===== config.mk =====
export PLATFORM = sky130hd
export DESIGN_NAME = stage3_mem_req
export DESIGN_NICKNAME = d
export VERILOG_FILES = /design/src/rtl/stage3_mem_req.sv
export SDC_FILE = /design/constraint.sdc
export NUM_CORES = 1
export LEC_CHECK = 0
export BUFFER_PORTS_ARGS = -buffer_cell sky130_fd_sc_hd__buf_2
export CAP_MARGIN = 20
export CORE_MARGIN = 4
export CORE_UTILIZATION = 50
export DETAILED_ROUTE_END_ITERATION = 6
export GPL_ROUTABILITY_DRIVEN = 0
export PLACE_DENSITY = 0.79
export SLEW_MARGIN = 20
export SYNTH_ARGS = -nofsm -noshare
export SYNTH_HDL_FRONTEND = slang
export SYNTH_SLANG_ARGS = --single-unit

===== constraint.sdc =====
create_clock -name clk -period 5.9 [get_ports clk]
set_input_delay 1.18 -clock clk [delete_from_list [all_inputs] [get_ports clk]]
set_output_delay 1.18 -clock clk [all_outputs]
set_load 0.005 [all_outputs]

===== src/rtl/stage3_mem_req.sv =====
// EX-stage data request issuer: drives the SRAM-like data port, gates EX readiness on
// addr_ok, and masks data_ok responses that belong to flushed instructions.
module stage3_mem_req #(
    parameter int MAX_OUTS = 2,
    parameter int CNT_W    = 2
) (
    input  logic             clk,
    input  logic             reset,
    input  logic             ertn_flush,
    input  logic             wb_ex,
    input  logic             tlb_reflush,
    input  logic             es_valid,
    input  logic             es_mem_req,
    input  logic             es_mem_we,
    input  logic [1:0]       es_mem_size,
    input  logic [31:0]      es_addr,
    input  logic [31:0]      es_store_data,
    input  logic             es_ex,
    input  logic             ms_has_int,
    input  logic             ws_has_int,
    input  logic             ms_allow_in,
    output logic             es_mem_ready_go,
    output logic             data_sram_req,
    output logic             data_sram_wr,
    output logic [1:0]       data_sram_size,
    output logic [31:0]      data_sram_addr,
    output logic [3:0]       data_sram_wstrb,
    output logic [31:0]      data_sram_wdata,
    input  logic             data_sram_addr_ok,
    input  logic             data_sram_data_ok,
    output logic             ms_data_ok,
    output logic [CNT_W-1:0] mem_outstanding
);
    // state | meaning
    // IDLE  | no request held; port follows EX inputs combinationally
    // REQ   | request latched, waiting for addr_ok
    // ACC   | request accepted, waiting for EX to move on
    // DRAIN | request of a flushed instruction still waiting for addr_ok
    typedef enum logic [1:0] {IDLE, REQ, ACC, DRAIN} state_t;

    state_t           state;
    logic [CNT_W-1:0] outstanding;
    logic [CNT_W-1:0] discard_cnt;
    logic [CNT_W-1:0] out_next;
    logic             lat_wr;
    logic [1:0]       lat_size;
    logic [31:0]      lat_addr;
    logic [3:0]       lat_wstrb;
    logic [31:0]      lat_wdata;
    logic [3:0]       enc_wstrb;
    logic [31:0]      enc_wdata;
    logic             flush;
    logic             exc;
    logic             full;
    logic             issue;
    logic             hs;
    logic             hs_live;
    logic             hs_drain;
    logic             dok_live;
    logic             dok_drop;

    assign flush    = ertn_flush | wb_ex | tlb_reflush;
    assign exc      = es_ex | ms_has_int | ws_has_int;
    assign full     = (outstanding + discard_cnt) == CNT_W'(MAX_OUTS);
    assign issue    = es_valid & es_mem_req & ~(exc | flush | full) & (state == IDLE);

    always_comb begin
        enc_wstrb = 4'b0000;
        enc_wdata = es_store_data;
        case (es_mem_size)
            2'd0: begin
                enc_wstrb = 4'b0001 << es_addr[1:0];
                enc_wdata = {4{es_store_data[7:0]}};
            end
            2'd1: begin
                enc_wstrb = es_addr[1] ? 4'b1100 : 4'b0011;
                enc_wdata = {2{es_store_data[15:0]}};
            end
            default: enc_wstrb = 4'b1111;
        endcase
        if (!es_mem_we) enc_wstrb = 4'b0000;
    end

    // Outputs are forced quiet while reset is held, even though IDLE is combinational.
    always_comb begin
        data_sram_req   = 1'b0;
        data_sram_wr    = 1'b0;
        data_sram_size  = 2'd0;
        data_sram_addr  = 32'd0;
        data_sram_wstrb = 4'd0;
        data_sram_wdata = 32'd0;
        if (reset) begin
            if (state == IDLE) begin
                data_sram_req   = issue;
                data_sram_wr    = es_mem_we;
                data_sram_size  = es_mem_size;
                data_sram_addr  = es_addr;
                data_sram_wstrb = enc_wstrb;
                data_sram_wdata = enc_wdata;
            end else begin
                data_sram_req   = (state != ACC);
                data_sram_wr    = lat_wr;
                data_sram_size  = lat_size;
                data_sram_addr  = lat_addr;
                data_sram_wstrb = lat_wstrb;
                data_sram_wdata = lat_wdata;
            end
        end
    end

    assign hs       = data_sram_req & data_sram_addr_ok;
    assign hs_live  = hs & (state != DRAIN);
    assign hs_drain = hs & (state == DRAIN);
    assign dok_drop = data_sram_data_ok & (discard_cnt != '0);
    assign dok_live = data_sram_data_ok & (discard_cnt == '0);
    assign out_next = outstanding + CNT_W'(hs_live) - CNT_W'(dok_live);

    assign ms_data_ok      = reset & dok_live;
    assign mem_outstanding = outstanding;
    assign es_mem_ready_go = ~reset | ~es_mem_req | exc | (state == ACC)
                           | (((state == IDLE) | (state == REQ)) & hs);

    always_ff @(posedge clk or negedge reset) begin
        if (!reset) begin
            state       <= IDLE;
            outstanding <= '0;
            discard_cnt <= '0;
            lat_wr      <= 1'b0;
            lat_size    <= 2'd0;
            lat_addr    <= 32'd0;
            lat_wstrb   <= 4'd0;
            lat_wdata   <= 32'd0;
        end else begin
            // On flush every in-flight response becomes stale and moves to the discard count.
            if (flush) begin
                discard_cnt <= out_next + discard_cnt - CNT_W'(dok_drop) + CNT_W'(hs_drain);
                outstanding <= '0;
            end else begin
                discard_cnt <= discard_cnt - CNT_W'(dok_drop) + CNT_W'(hs_drain);
                outstanding <= out_next;
            end
            case (state)
                IDLE: begin
                    if (issue) begin
                        lat_wr    <= es_mem_we;
                        lat_size  <= es_mem_size;
                        lat_addr  <= es_addr;
                        lat_wstrb <= enc_wstrb;
                        lat_wdata <= enc_wdata;
                        if (data_sram_addr_ok) state <= ms_allow_in ? IDLE : ACC;
                        else                   state <= REQ;
                    end
                end
                REQ: begin
                    if (flush)                  state <= data_sram_addr_ok ? IDLE : DRAIN;
                    else if (data_sram_addr_ok) state <= (es_valid & ms_allow_in) ? IDLE : ACC;
                end
                ACC: begin
                    if (flush | (es_valid & ms_allow_in)) state <= IDLE;
                end
                DRAIN: begin
                    if (data_sram_addr_ok) state <= IDLE;
                end
                default: state <= IDLE;
            endcase
        end
    end
endmodule


==> results of run 1 <==
==> cell usage after synthesis (all sizes together), types with 2 or more instances <==
master   count
a21boi      46
o211ai       3
nor2b        9
nand2      135
mux2i       32
inv          8
ha           6
and2         2
xnor2        3
clkbuf      24
mux2        51
nand2b       3
nor2         8
a22oi        2
dfrtp       77
o211a       17
o2111ai      3
nor4b        2
buf         18
a21oi        5
o21ai       33
o21a         2
xnor3        2
==> kinds of logic (layout without fill, tap and decap cells) <==
logic type,after synthesis,count (layout),share of synthesized area (%)
mux,83,83,18.8
flops,77,77,40.6
compound gates,113,113,17.0
fa+ha+maj,7,7,2.00
simple gates,167,167,14.9
buf+inv,50,183,5.01
xor+xnor,6,6,1.69
==> flip-flops by register name, summed over array words and instances, names as in the netlist <==
signal           cells
discard_cnt          2
lat_addr            32
lat_size             2
lat_wdata           32
lat_wr               1
lat_wstrb            4
mem_outstanding      2
state                2
==> per-stage QoR <==
| step | hold slack, ps | std cells |
|---|---|---|
| floorplan | 449 | 503 |
| global placement | 461 | 750 |
| CTS | 487 | 765 |
| finish | 483 | 765 |
| detailed placement | 471 | 750 |
| global route | 511 | 765 |
==> where the power goes <==
| group | switching [mW] | internal [mW] | total [mW] |
|---|---|---|---|
| registers | 0.0384 | 0.589 | 0.628 |
| logic | 0.145 | 0.155 | 0.299 |
| clock network | 0.189 | 0.245 | 0.434 |
| total | 0.372 | 0.989 | 1.36 |
==> metal layers <==
metal  up-vias  GRT usage, %  share of wire (%)
li1       1979             -                  -
met1      1914          27.3                 44
met2       124          32.5                 48
met3        24          4.90                5.9
met4         0          7.40                2.2
met5         -             0                  0
==> cell type report <==
| type | instances | area share [%] |
|---|---|---|
| tap | 129 | 2.81 |
| sequential | 77 | 33.5 |
| inverter | 8 | 0.522 |
| clock buffer | 10 | 2.39 |
| timing repair buffer | 160 | 14.2 |
| multi-input combinational | 376 | 45.3 |
| clock inverter | 5 | 1.31 |
==> worst max path at each step <==
stage	endpoint	slack, ps	depth (start not counted)
2_1_floorplan	discard_cnt[1]	2090	14
3_3_place_gp	discard_cnt[1]	1790	15
3_5_place_dp	discard_cnt[1]	1690	15
4_1_cts	data_sram_wdata[9]	2020	6
5_1_grt	data_sram_wdata[9]	1860	6
6_report	data_sram_wdata[9]	2020	6
==> worst register-to-register path: stages (launching register included) <==
cell       delay [ps]
dfrtp_1           460
ha_1              220
xnor3_1           280
o211a_1           210
o2111ai_1         110
ha_1              310
inv_1              40
ha_1              260
inv_1              60
ha_1              280
inv_1              50
fa_1              370
xor2_1            180
xnor2_1           120
a21oi_1           180
xnor2_1           130
==> flow_results.xml, run 1 <==
<?xml version="1.0" encoding="UTF-8"?>
<metrics>
  <group name="critical_path">
    <metric name="setup.reg_to_reg.worst_slack" unit="ps">2590</metric>
    <metric name="worstSetupEndpointType" unit="">output port</metric>
    <metric name="family_with_the_most_delay_on_the_worst_path" unit="">simple AND/OR/NAND/NOR gates</metric>
    <metric name="crit_path_max_incr_delay" unit="ps">510</metric>
    <metric name="worstPathArrival" unit="ps">2700</metric>
    <metric name="critical_path.max_fanout" unit="">33</metric>
    <metric name="critPathBufInv" unit="">2</metric>
    <metric name="crit_path_frequent_cell" unit="">buf_2</metric>
    <metric name="regToRegEndpoint" unit="">discard_cnt[1]</metric>
    <metric name="setup.worst_path.start_class" unit="">input port</metric>
    <metric name="crit_required" unit="ps">4720</metric>
    <metric name="worstSetupStartpoint" unit="">es_mem_size[1]</metric>
    <metric name="crit_chain" unit="">buf_2 &gt; nor2_2 &gt; mux2i_1 &gt; nand2_1 &gt; o211a_1 &gt; buf_2</metric>
    <metric name="crit_path_top_delay_cell" unit="">nor2_2</metric>
    <metric name="setup.worst_path.class" unit="">input port to output port</metric>
    <metric name="regToRegStartpoint" unit="">discard_cnt[0]</metric>
    <metric name="ff2ff_path_depth" unit="">15</metric>
  </group>
  <group name="floorplanning">
    <metric name="die-width" unit="µm">105</metric>
    <metric name="die_height" unit="µm">105</metric>
    <metric name="die_area" unit="µm²">11100</metric>
    <metric name="initial_cell_density_of_the_core" unit="%">51.4</metric>
    <metric name="core_region_area" unit="µm²">9240</metric>
    <metric name="top_level_ports" unit="">156</metric>
    <metric name="std_cell_rows" unit="">35</metric>
  </group>
  <group name="timing">
    <metric name="timing.final.crit_share" unit="%">65.8</metric>
    <metric name="fin_ws" unit="ps">2020</metric>
    <metric name="period_minus_slack" unit="ps">3880</metric>
    <metric name="slew_headroom" unit="%">33.6</metric>
    <metric name="rsz0062_at_grt" unit="">false</metric>
    <metric name="tightestPinTransition" unit="ps">996</metric>
    <metric name="max_freq" unit="MHz">257</metric>
    <metric name="sum_of_negative_setup_slack" unit="ps">0</metric>
    <metric name="drv_slew" unit="">0</metric>
    <metric name="hold_viol_final" unit="">0</metric>
    <metric name="timing.final.setup_violations" unit="">0</metric>
    <metric name="timing.clock.skew" unit="ps">13.0</metric>
  </group>
  <group name="clocking">
    <metric name="clkSinkCount" unit="">77</metric>
    <metric name="setup_repair_bufs_after_cts" unit="">0</metric>
    <metric name="clk_pin_slew_worst_setup_hold_paths" unit="ps">70</metric>
    <metric name="cts_resized" unit="">0</metric>
    <metric name="cts-root-buf" unit="">clkbuf_8</metric>
    <metric name="cts_tree" unit="">yes</metric>
    <metric name="cts_buffers" unit="">9</metric>
    <metric name="post_cts_hold_buffer_count" unit="">0</metric>
    <metric name="clkLatencyLatePin" unit="ps">350</metric>
    <metric name="cts_htree_levels" unit="">3</metric>
    <metric name="cts_buffer_depth" unit="">2</metric>
  </group>
  <group name="synthesis">
    <metric name="sequential_element_share_of_the_synthesized_area" unit="%">40.6</metric>
    <metric name="synth_top_cells_by_area" unit="">dfrtp_1 (41%), nand2_1 (11%), mux2_1 (9.0%)</metric>
    <metric name="synthDistinctLibCells" unit="">41</metric>
    <metric name="post_synthesis_cell_area" unit="µm²">4750</metric>
    <metric name="synth.yosys.warnings" unit="">0</metric>
    <metric name="fraction_of_synthesized_cell_area_taken_by_the_top_area_cell_type" unit="%">40.6</metric>
    <metric name="average_size_of_a_mapped_cell" unit="µm²">9.44</metric>
    <metric name="postSynthCellCount" unit="">503</metric>
    <metric name="netlist.top_cell.by_area" unit="">dfrtp_1</metric>
    <metric name="dominantRegCellSynth" unit="">dfrtp_1</metric>
    <metric name="ys_seq_elements" unit="">77</metric>
    <metric name="async_reset_ff_share" unit="%">100</metric>
    <metric name="synth_enable_flop_cells" unit="">0</metric>
    <metric name="syn-num-nets" unit="">590</metric>
  </group>
  <group name="global_route">
    <metric name="grt_antenna_before_repair" unit="">0</metric>
    <metric name="grt_first_pass_wirelength" unit="µm">18600</metric>
    <metric name="grt_remaining_overflow" unit="">0</metric>
    <metric name="first_global_vias" unit="">3897</metric>
    <metric name="tot_gr_track_use" unit="%">20.5</metric>
    <metric name="grt_max_degree" unit="">64</metric>
  </group>
  <group name="routing">
    <metric name="wl" unit="µm">11400</metric>
    <metric name="route.detailed.vias_per_inst" unit="">5.28</metric>
    <metric name="detail-route-antenna-nets" unit="">0</metric>
    <metric name="drt-pass1-iter-count" unit="">5</metric>
    <metric name="wire_per_inst" unit="µm">14.9</metric>
    <metric name="vias_post_dr" unit="">4041</metric>
    <metric name="drc" unit="">0</metric>
    <metric name="drtIter0Drc" unit="">228</metric>
  </group>
  <group name="layout">
    <metric name="area_growth" unit="%">21.1</metric>
    <metric name="area.sequential" unit="µm²">1930</metric>
    <metric name="fin_nets" unit="">719</metric>
    <metric name="final_layout_size_suffix_gt1_share" unit="%">30.5</metric>
    <metric name="multiInputGateArea" unit="µm²">2600</metric>
    <metric name="antenna-diode-count" unit="">0</metric>
    <metric name="layout.cells.most_common" unit="">buf_2</metric>
    <metric name="finalInstanceArea" unit="µm²">5750</metric>
    <metric name="n_fill_cell" unit="">789</metric>
    <metric name="final_util" unit="%">62.2</metric>
    <metric name="layout_common_cells" unit="">buf_2 (154), nand2_1 (135), dfrtp_1 (77), a21boi_0 (46), mux2_1 (38)</metric>
  </group>
  <group name="job">
    <metric name="drv_cap" unit="">0</metric>
  </group>
  <group name="pwr">
    <metric name="power.total" unit="mW">1.36</metric>
    <metric name="power_density" unit="nW/µm²">237</metric>
    <metric name="static_power_due_to_leakage" unit="nW">3.22</metric>
    <metric name="vdd_ir_drop_max" unit="µV">129</metric>
  </group>
  <group name="placed_design">
    <metric name="port-buffer-count" unit="">155</metric>
    <metric name="dp.final_hpwl" unit="µm">8300</metric>
    <metric name="place_worst_setup_slack" unit="ps">1690</metric>
    <metric name="dpl-instance-area" unit="µm²">5540</metric>
  </group>
  <group name="worst_hold_path">
    <metric name="holdPathStages" unit="">2</metric>
    <metric name="min-delay-path-class" unit="">flop to flop</metric>
    <metric name="timing.hold.worst.start" unit="">lat_wdata[22]</metric>
    <metric name="worstHoldEndpoint" unit="">lat_wdata[22]</metric>
  </group>
  <group name="status">
    <metric name="status" unit="">finished, final reports clean</metric>
  </group>
</metrics>
(Power assumes the default switching activity.)
==> run 2: changes to the inputs <==
- clock period: 5.9 -> 3.59 ns (I/O delays scaled with it)
==> run 2 against run 1 <==
  * Non-clock buffer count grew 3
  * Count of clock-buffer cells in the layout grew 1
  * Final area grew 0.65%
  * Critical path type is now flop to flop
  * Critical path depth grew 9
==> flow_results.xml, run 2 (synthesis results as in run 1) <==
<?xml version="1.0" encoding="UTF-8"?>
<metrics>
  <group name="status">
    <metric name="status" unit="">finished, final reports clean</metric>
  </group>
  <group name="layout">
    <metric name="final_layout_size_suffix_gt1_share" unit="%">30.7</metric>
    <metric name="biggest_registers_after_layout" unit="">lat_addr: 32 flops, lat_wdata: 32 flops, lat_wstrb: 4 flops</metric>
    <metric name="area_growth" unit="%">21.9</metric>
    <metric name="final_util" unit="%">62.6</metric>
    <metric name="layout_common_cells" unit="">buf_2 (154), nand2_1 (135), dfrtp_1 (77), a21boi_0 (46), mux2_1 (38)</metric>
    <metric name="fin_nets" unit="">722</metric>
    <metric name="final_cells" unit="">768</metric>
    <metric name="antenna-diode-count" unit="">0</metric>
    <metric name="layout.cells.most_common" unit="">buf_2</metric>
  </group>
  <group name="critical_path">
    <metric name="crit_required" unit="ps">3860</metric>
    <metric name="setup.worst_path.class" unit="">flop to flop</metric>
    <metric name="worstPathArrival" unit="ps">3580</metric>
    <metric name="critical_path.max_fanout" unit="">5</metric>
    <metric name="setup.worst_path.start_class" unit="">flop</metric>
    <metric name="worstSetupEndpointType" unit="">flop</metric>
  </group>
  <group name="timing">
    <metric name="rsz0062_at_grt" unit="">false</metric>
    <metric name="fin_worst_hold_slack" unit="ps">430</metric>
    <metric name="max_freq" unit="MHz">303</metric>
    <metric name="timing.final.crit_share" unit="%">92.1</metric>
    <metric name="slew_headroom" unit="%">34.6</metric>
    <metric name="sum_of_negative_setup_slack" unit="ps">0</metric>
    <metric name="drv_slew" unit="">0</metric>
    <metric name="timing.final.setup_violations" unit="">0</metric>
    <metric name="timing.clock.skew" unit="ps">11.1</metric>
    <metric name="tightestPinTransition" unit="ps">980</metric>
    <metric name="period_minus_slack" unit="ps">3300</metric>
    <metric name="hold_viol_final" unit="">0</metric>
  </group>
  <group name="floorplanning">
    <metric name="die_area" unit="µm²">11100</metric>
    <metric name="core_region_area" unit="µm²">9240</metric>
    <metric name="initial_cell_density_of_the_core" unit="%">51.4</metric>
    <metric name="std_cell_rows" unit="">35</metric>
    <metric name="die_height" unit="µm">105</metric>
    <metric name="die-width" unit="µm">105</metric>
    <metric name="top_level_ports" unit="">156</metric>
  </group>
  <group name="placed_design">
    <metric name="post-place-cells" unit="">753</metric>
    <metric name="dp.final_hpwl" unit="µm">8340</metric>
    <metric name="port-buffer-count" unit="">155</metric>
  </group>
  <group name="global_route">
    <metric name="grt_max_degree" unit="">153</metric>
    <metric name="grt_antenna_before_repair" unit="">0</metric>
    <metric name="grt_first_pass_wirelength" unit="µm">19500</metric>
    <metric name="grt_remaining_overflow" unit="">0</metric>
    <metric name="tot_gr_track_use" unit="%">21.3</metric>
    <metric name="first_global_vias" unit="">4035</metric>
  </group>
  <group name="clocking">
    <metric name="setup_repair_bufs_after_cts" unit="">0</metric>
    <metric name="cts_buffers" unit="">9</metric>
    <metric name="post_cts_hold_buffer_count" unit="">0</metric>
    <metric name="cts_htree_levels" unit="">3</metric>
    <metric name="clkLatencyLatePin" unit="ps">340</metric>
    <metric name="clk_pin_slew_worst_setup_hold_paths" unit="ps">80</metric>
    <metric name="cts_resized" unit="">0</metric>
    <metric name="clkSinkCount" unit="">77</metric>
    <metric name="cts_tree" unit="">yes</metric>
    <metric name="cts_buffer_depth" unit="">2</metric>
    <metric name="cts-root-buf" unit="">clkbuf_8</metric>
  </group>
  <group name="routing">
    <metric name="route.detailed.vias_per_inst" unit="">5.31</metric>
    <metric name="drt-pass1-iter-count" unit="">4</metric>
    <metric name="drc" unit="">0</metric>
    <metric name="detail-route-antenna-nets" unit="">0</metric>
    <metric name="drtIter0Drc" unit="">304</metric>
    <metric name="wl" unit="µm">11600</metric>
    <metric name="wire_per_inst" unit="µm">15.1</metric>
    <metric name="vias_post_dr" unit="">4075</metric>
  </group>
  <group name="pwr">
    <metric name="static_power_due_to_leakage" unit="nW">3.24</metric>
    <metric name="power_density" unit="nW/µm²">377</metric>
    <metric name="vdd_ir_drop_max" unit="µV">211</metric>
  </group>
  <group name="job">
    <metric name="drv_cap" unit="">0</metric>
  </group>
  <group name="worst_hold_path">
    <metric name="min-delay-path-class" unit="">input port to async pin</metric>
  </group>
</metrics>
-- run 2: cell types whose count changed in the layout (fill, tap and decap cells not counted), sizes merged --
cell	delta
buf	+3
clkbuf	+1
bufinv	-1
-- run 2: critical path, stage by stage, from the launching register on --
cell and delay (ps):
dfrtp_1 460, ha_1 220, xnor3_1 270, o211a_1 220
o2111ai_1 120, ha_1 300, inv_1 40, ha_1 260
inv_1 50, ha_1 270, inv_1 50, fa_1 380
xor2_1 180, xnor2_1 130, a21oi_1 180, xnor2_1 130
-- run 2: area by class of cell --
cell class / count / area, µm²
Timing Repair Buffer: 163 / 876
Tap cell: 129 / 161
Clock buffer: 11 / 141
Clock inverter: 4 / 48.8
Multi-Input combinational cell: 376 / 2600
Fill cell: 813 / 3450
Sequential cell: 77 / 1930
Inverter: 8 / 30.0
-- run 2: final timing paths --
| check | slack (ps) | from | depth (start not counted) | end |
|---|---|---|---|---|
| setup reg to reg | 290 | discard_cnt[0] | 15 | discard_cnt[1] |
| hold / removal | 430 | reset | 2 | discard_cnt[1] |
| setup / recovery | 290 | discard_cnt[0] | 15 | discard_cnt[1] |
| max in group asynchronous | 2590 | reset | 2 | lat_wdata[25] |
| min in group clk | 480 | lat_wstrb[2] | 2 | lat_wstrb[2] |
| hold reg to reg | 480 | lat_wstrb[2] | 2 | lat_wstrb[2] |
-- run 2: metal layers --
layer	part of all wire [%]	vias up	global-route usage [%]
li1	-	1988	-
met1	44	1965	28.6
met2	49	107	34.8
met3	5.5	15	4.65
met4	1.5	0	5.81
met5	0	-	0
-- run 2: per-stage QoR --
stage	setup slack, ps	instance area, µm²	total power, mW
6_report	285	5790	2.18
5_1_grt	22.5	5790	2.31
4_1_cts	274	5790	2.20
3_5_place_dp	9.54	5600	1.55
3_3_place_gp	125	5600	1.51
2_1_floorplan	238	4750	1.35
-- run 2: power by group --
part	internal [mW]	switching (mW)
registers	0.969	0.0633
clock network	0.336	0.312
logic	0.259	0.241
==> run 3: changes to the inputs <==
- CTS_BUF_LIST: default -> sky130_fd_sc_hd__clkbuf_8
==> run 3 against run 2 <==
  * Clock power barely moved
  * Die area did not move
  * Global-route usage did not move
  * Critical path depth did not move
  * Total power fell by 0.13%
  * Critical endpoint unchanged
  * Critical path type unchanged
  * Non-clock buffer count did not move
  * Highest routed layer unchanged
  * Worst hold slack got worse by 2.2 ps
  * Largest power group unchanged
  * Final cell count did not move
==> flow_results.xml, run 3 (synthesis results as in run 1) <==
<?xml version="1.0" encoding="UTF-8"?>
<metrics>
  <group name="timing">
    <metric name="max_freq" unit="MHz">303</metric>
    <metric name="period_minus_slack" unit="ps">3300</metric>
    <metric name="hold_viol_final" unit="">0</metric>
    <metric name="slew_headroom" unit="%">35.5</metric>
    <metric name="drv_slew" unit="">0</metric>
    <metric name="rsz0062_at_grt" unit="">false</metric>
    <metric name="tightestPinTransition" unit="ps">967</metric>
    <metric name="timing.final.crit_share" unit="%">92.1</metric>
    <metric name="sum_of_negative_setup_slack" unit="ps">0</metric>
    <metric name="timing.clock.skew" unit="ps">11.3</metric>
    <metric name="timing.final.setup_violations" unit="">0</metric>
  </group>
  <group name="pwr">
    <metric name="static_power_due_to_leakage" unit="nW">3.24</metric>
    <metric name="power_density" unit="nW/µm²">376</metric>
    <metric name="vdd_ir_drop_max" unit="µV">211</metric>
  </group>
  <group name="layout">
    <metric name="layout.cells.most_common" unit="">buf_2</metric>
    <metric name="layout_common_cells" unit="">buf_2 (154), nand2_1 (135), dfrtp_1 (77), a21boi_0 (46), mux2_1 (38)</metric>
    <metric name="n_fill_cell" unit="">813</metric>
    <metric name="final_layout_size_suffix_gt1_share" unit="%">30.7</metric>
    <metric name="area_growth" unit="%">21.9</metric>
    <metric name="antenna-diode-count" unit="">0</metric>
    <metric name="biggest_registers_after_layout" unit="">lat_addr: 32 flops, lat_wdata: 32 flops, lat_wstrb: 4 flops</metric>
    <metric name="finalInstanceArea" unit="µm²">5790</metric>
    <metric name="fin_nets" unit="">722</metric>
    <metric name="final_util" unit="%">62.6</metric>
  </group>
  <group name="global_route">
    <metric name="top_usage_layer" unit="">met2</metric>
    <metric name="tot_gr_track_use" unit="%">21.3</metric>
    <metric name="grt_first_pass_wirelength" unit="µm">19500</metric>
    <metric name="grt_remaining_overflow" unit="">0</metric>
    <metric name="grtUsageMet2" unit="%">34.8</metric>
    <metric name="global_route.usage.met3" unit="%">4.65</metric>
    <metric name="first_global_vias" unit="">4035</metric>
    <metric name="grt_antenna_before_repair" unit="">0</metric>
    <metric name="grt_max_degree" unit="">153</metric>
    <metric name="globalRouteMet1Util" unit="%">28.6</metric>
  </group>
  <group name="floorplanning">
    <metric name="core_region_area" unit="µm²">9240</metric>
    <metric name="initial_cell_density_of_the_core" unit="%">51.4</metric>
    <metric name="die_area" unit="µm²">11100</metric>
    <metric name="std_cell_rows" unit="">35</metric>
    <metric name="die-width" unit="µm">105</metric>
    <metric name="top_level_ports" unit="">156</metric>
    <metric name="die_height" unit="µm">105</metric>
  </group>
  <group name="job">
    <metric name="drv_cap" unit="">0</metric>
  </group>
  <group name="clocking">
    <metric name="setup_repair_bufs_after_cts" unit="">0</metric>
    <metric name="cts-root-buf" unit="">clkbuf_8</metric>
    <metric name="clkLatencyLatePin" unit="ps">340</metric>
    <metric name="clkSinkCount" unit="">77</metric>
    <metric name="clk_pin_slew_worst_setup_hold_paths" unit="ps">80</metric>
    <metric name="post_cts_hold_buffer_count" unit="">0</metric>
    <metric name="cts_tree" unit="">yes</metric>
    <metric name="cts_buffer_depth" unit="">2</metric>
    <metric name="cts_htree_levels" unit="">3</metric>
    <metric name="cts_resized" unit="">0</metric>
    <metric name="cts_buffers" unit="">9</metric>
  </group>
  <group name="routing">
    <metric name="vias_post_dr" unit="">4079</metric>
    <metric name="drt-pass1-iter-count" unit="">4</metric>
    <metric name="drtIter0Drc" unit="">304</metric>
    <metric name="wl" unit="µm">11600</metric>
    <metric name="wire_per_inst" unit="µm">15.1</metric>
    <metric name="detail-route-antenna-nets" unit="">0</metric>
    <metric name="route.detailed.vias_per_inst" unit="">5.31</metric>
    <metric name="drc" unit="">0</metric>
  </group>
  <group name="critical_path">
    <metric name="setup.worst_path.start_class" unit="">flop</metric>
    <metric name="crit_required" unit="ps">3870</metric>
    <metric name="setup.worst_path.class" unit="">flop to flop</metric>
    <metric name="critical_path.max_fanout" unit="">5</metric>
    <metric name="worstPathArrival" unit="ps">3580</metric>
    <metric name="worstSetupEndpointType" unit="">flop</metric>
  </group>
  <group name="status">
    <metric name="status" unit="">finished, final reports clean</metric>
  </group>
  <group name="placed_design">
    <metric name="dpl-instance-area" unit="µm²">5600</metric>
    <metric name="dp.final_hpwl" unit="µm">8340</metric>
    <metric name="port-buffer-count" unit="">155</metric>
  </group>
  <group name="worst_hold_path">
    <metric name="min-delay-path-class" unit="">input port to async pin</metric>
  </group>
</metrics>
-- run 3: report_power, final --
| part | internal, mW | switching [mW] | leakage [nW] |
|---|---|---|---|
| clock network | 0.333 | 0.312 | 0.103 |
| registers | 0.969 | 0.0632 | 1.05 |
| logic | 0.259 | 0.241 | 2.09 |
| total | 1.56 | 0.617 | 3.24 |
-- run 3: final timing paths --
kind                             endpoint  cells after the start  slack (ps)            from
hold / removal             discard_cnt[1]                      2         430           reset
setup reg to reg           discard_cnt[1]                     15         290  discard_cnt[0]
setup / recovery           discard_cnt[1]                     15         290  discard_cnt[0]
max in group asynchronous   lat_wdata[13]                      2        2580           reset
hold reg to reg              lat_wstrb[2]                      2         480    lat_wstrb[2]
min in group clk             lat_wstrb[2]                      2         480    lat_wstrb[2]
-- run 3: critical path: stages (launching register included) --
cell and delay, ps:
dfrtp_1 460, ha_1 220, xnor3_1 270, o211a_1 220, o2111ai_1 120, ha_1 300
inv_1 40, ha_1 260, inv_1 50, ha_1 270, inv_1 50, fa_1 380
xor2_1 180, xnor2_1 130, a21oi_1 180, xnor2_1 130
-- run 3: metal layers --
metal	routed length [µm]	vias to the layer above
met5	0	-
li1	-	1988
met4	176	0
met3	653	15
met2	5660	110
met1	5100	1966
-- run 3: final cells by class --
cell class	count	area [µm²]	area share [%]
sequential	77	1930	33.3
multi-input combinational	376	2600	45.0
clock inverter	5	52.6	0.908
tap	129	161	2.79
inverter	8	30.0	0.519
timing repair buffer	163	876	15.1
clock buffer	10	138	2.38
-- run 3: stage by stage --
stage / setup WS (ps) / hold slack [ps] / power (mW) / std cells
2_1_floorplan: 238 / 422 / 1.35 / 503
3_3_place_gp: 125 / 461 / 1.51 / 753
3_5_place_dp: 9.54 / 471 / 1.55 / 753
4_1_cts: 273 / 487 / 2.20 / 768
5_1_grt: 22.4 / 510 / 2.31 / 768
6_report: 285 / 427 / 2.18 / 768
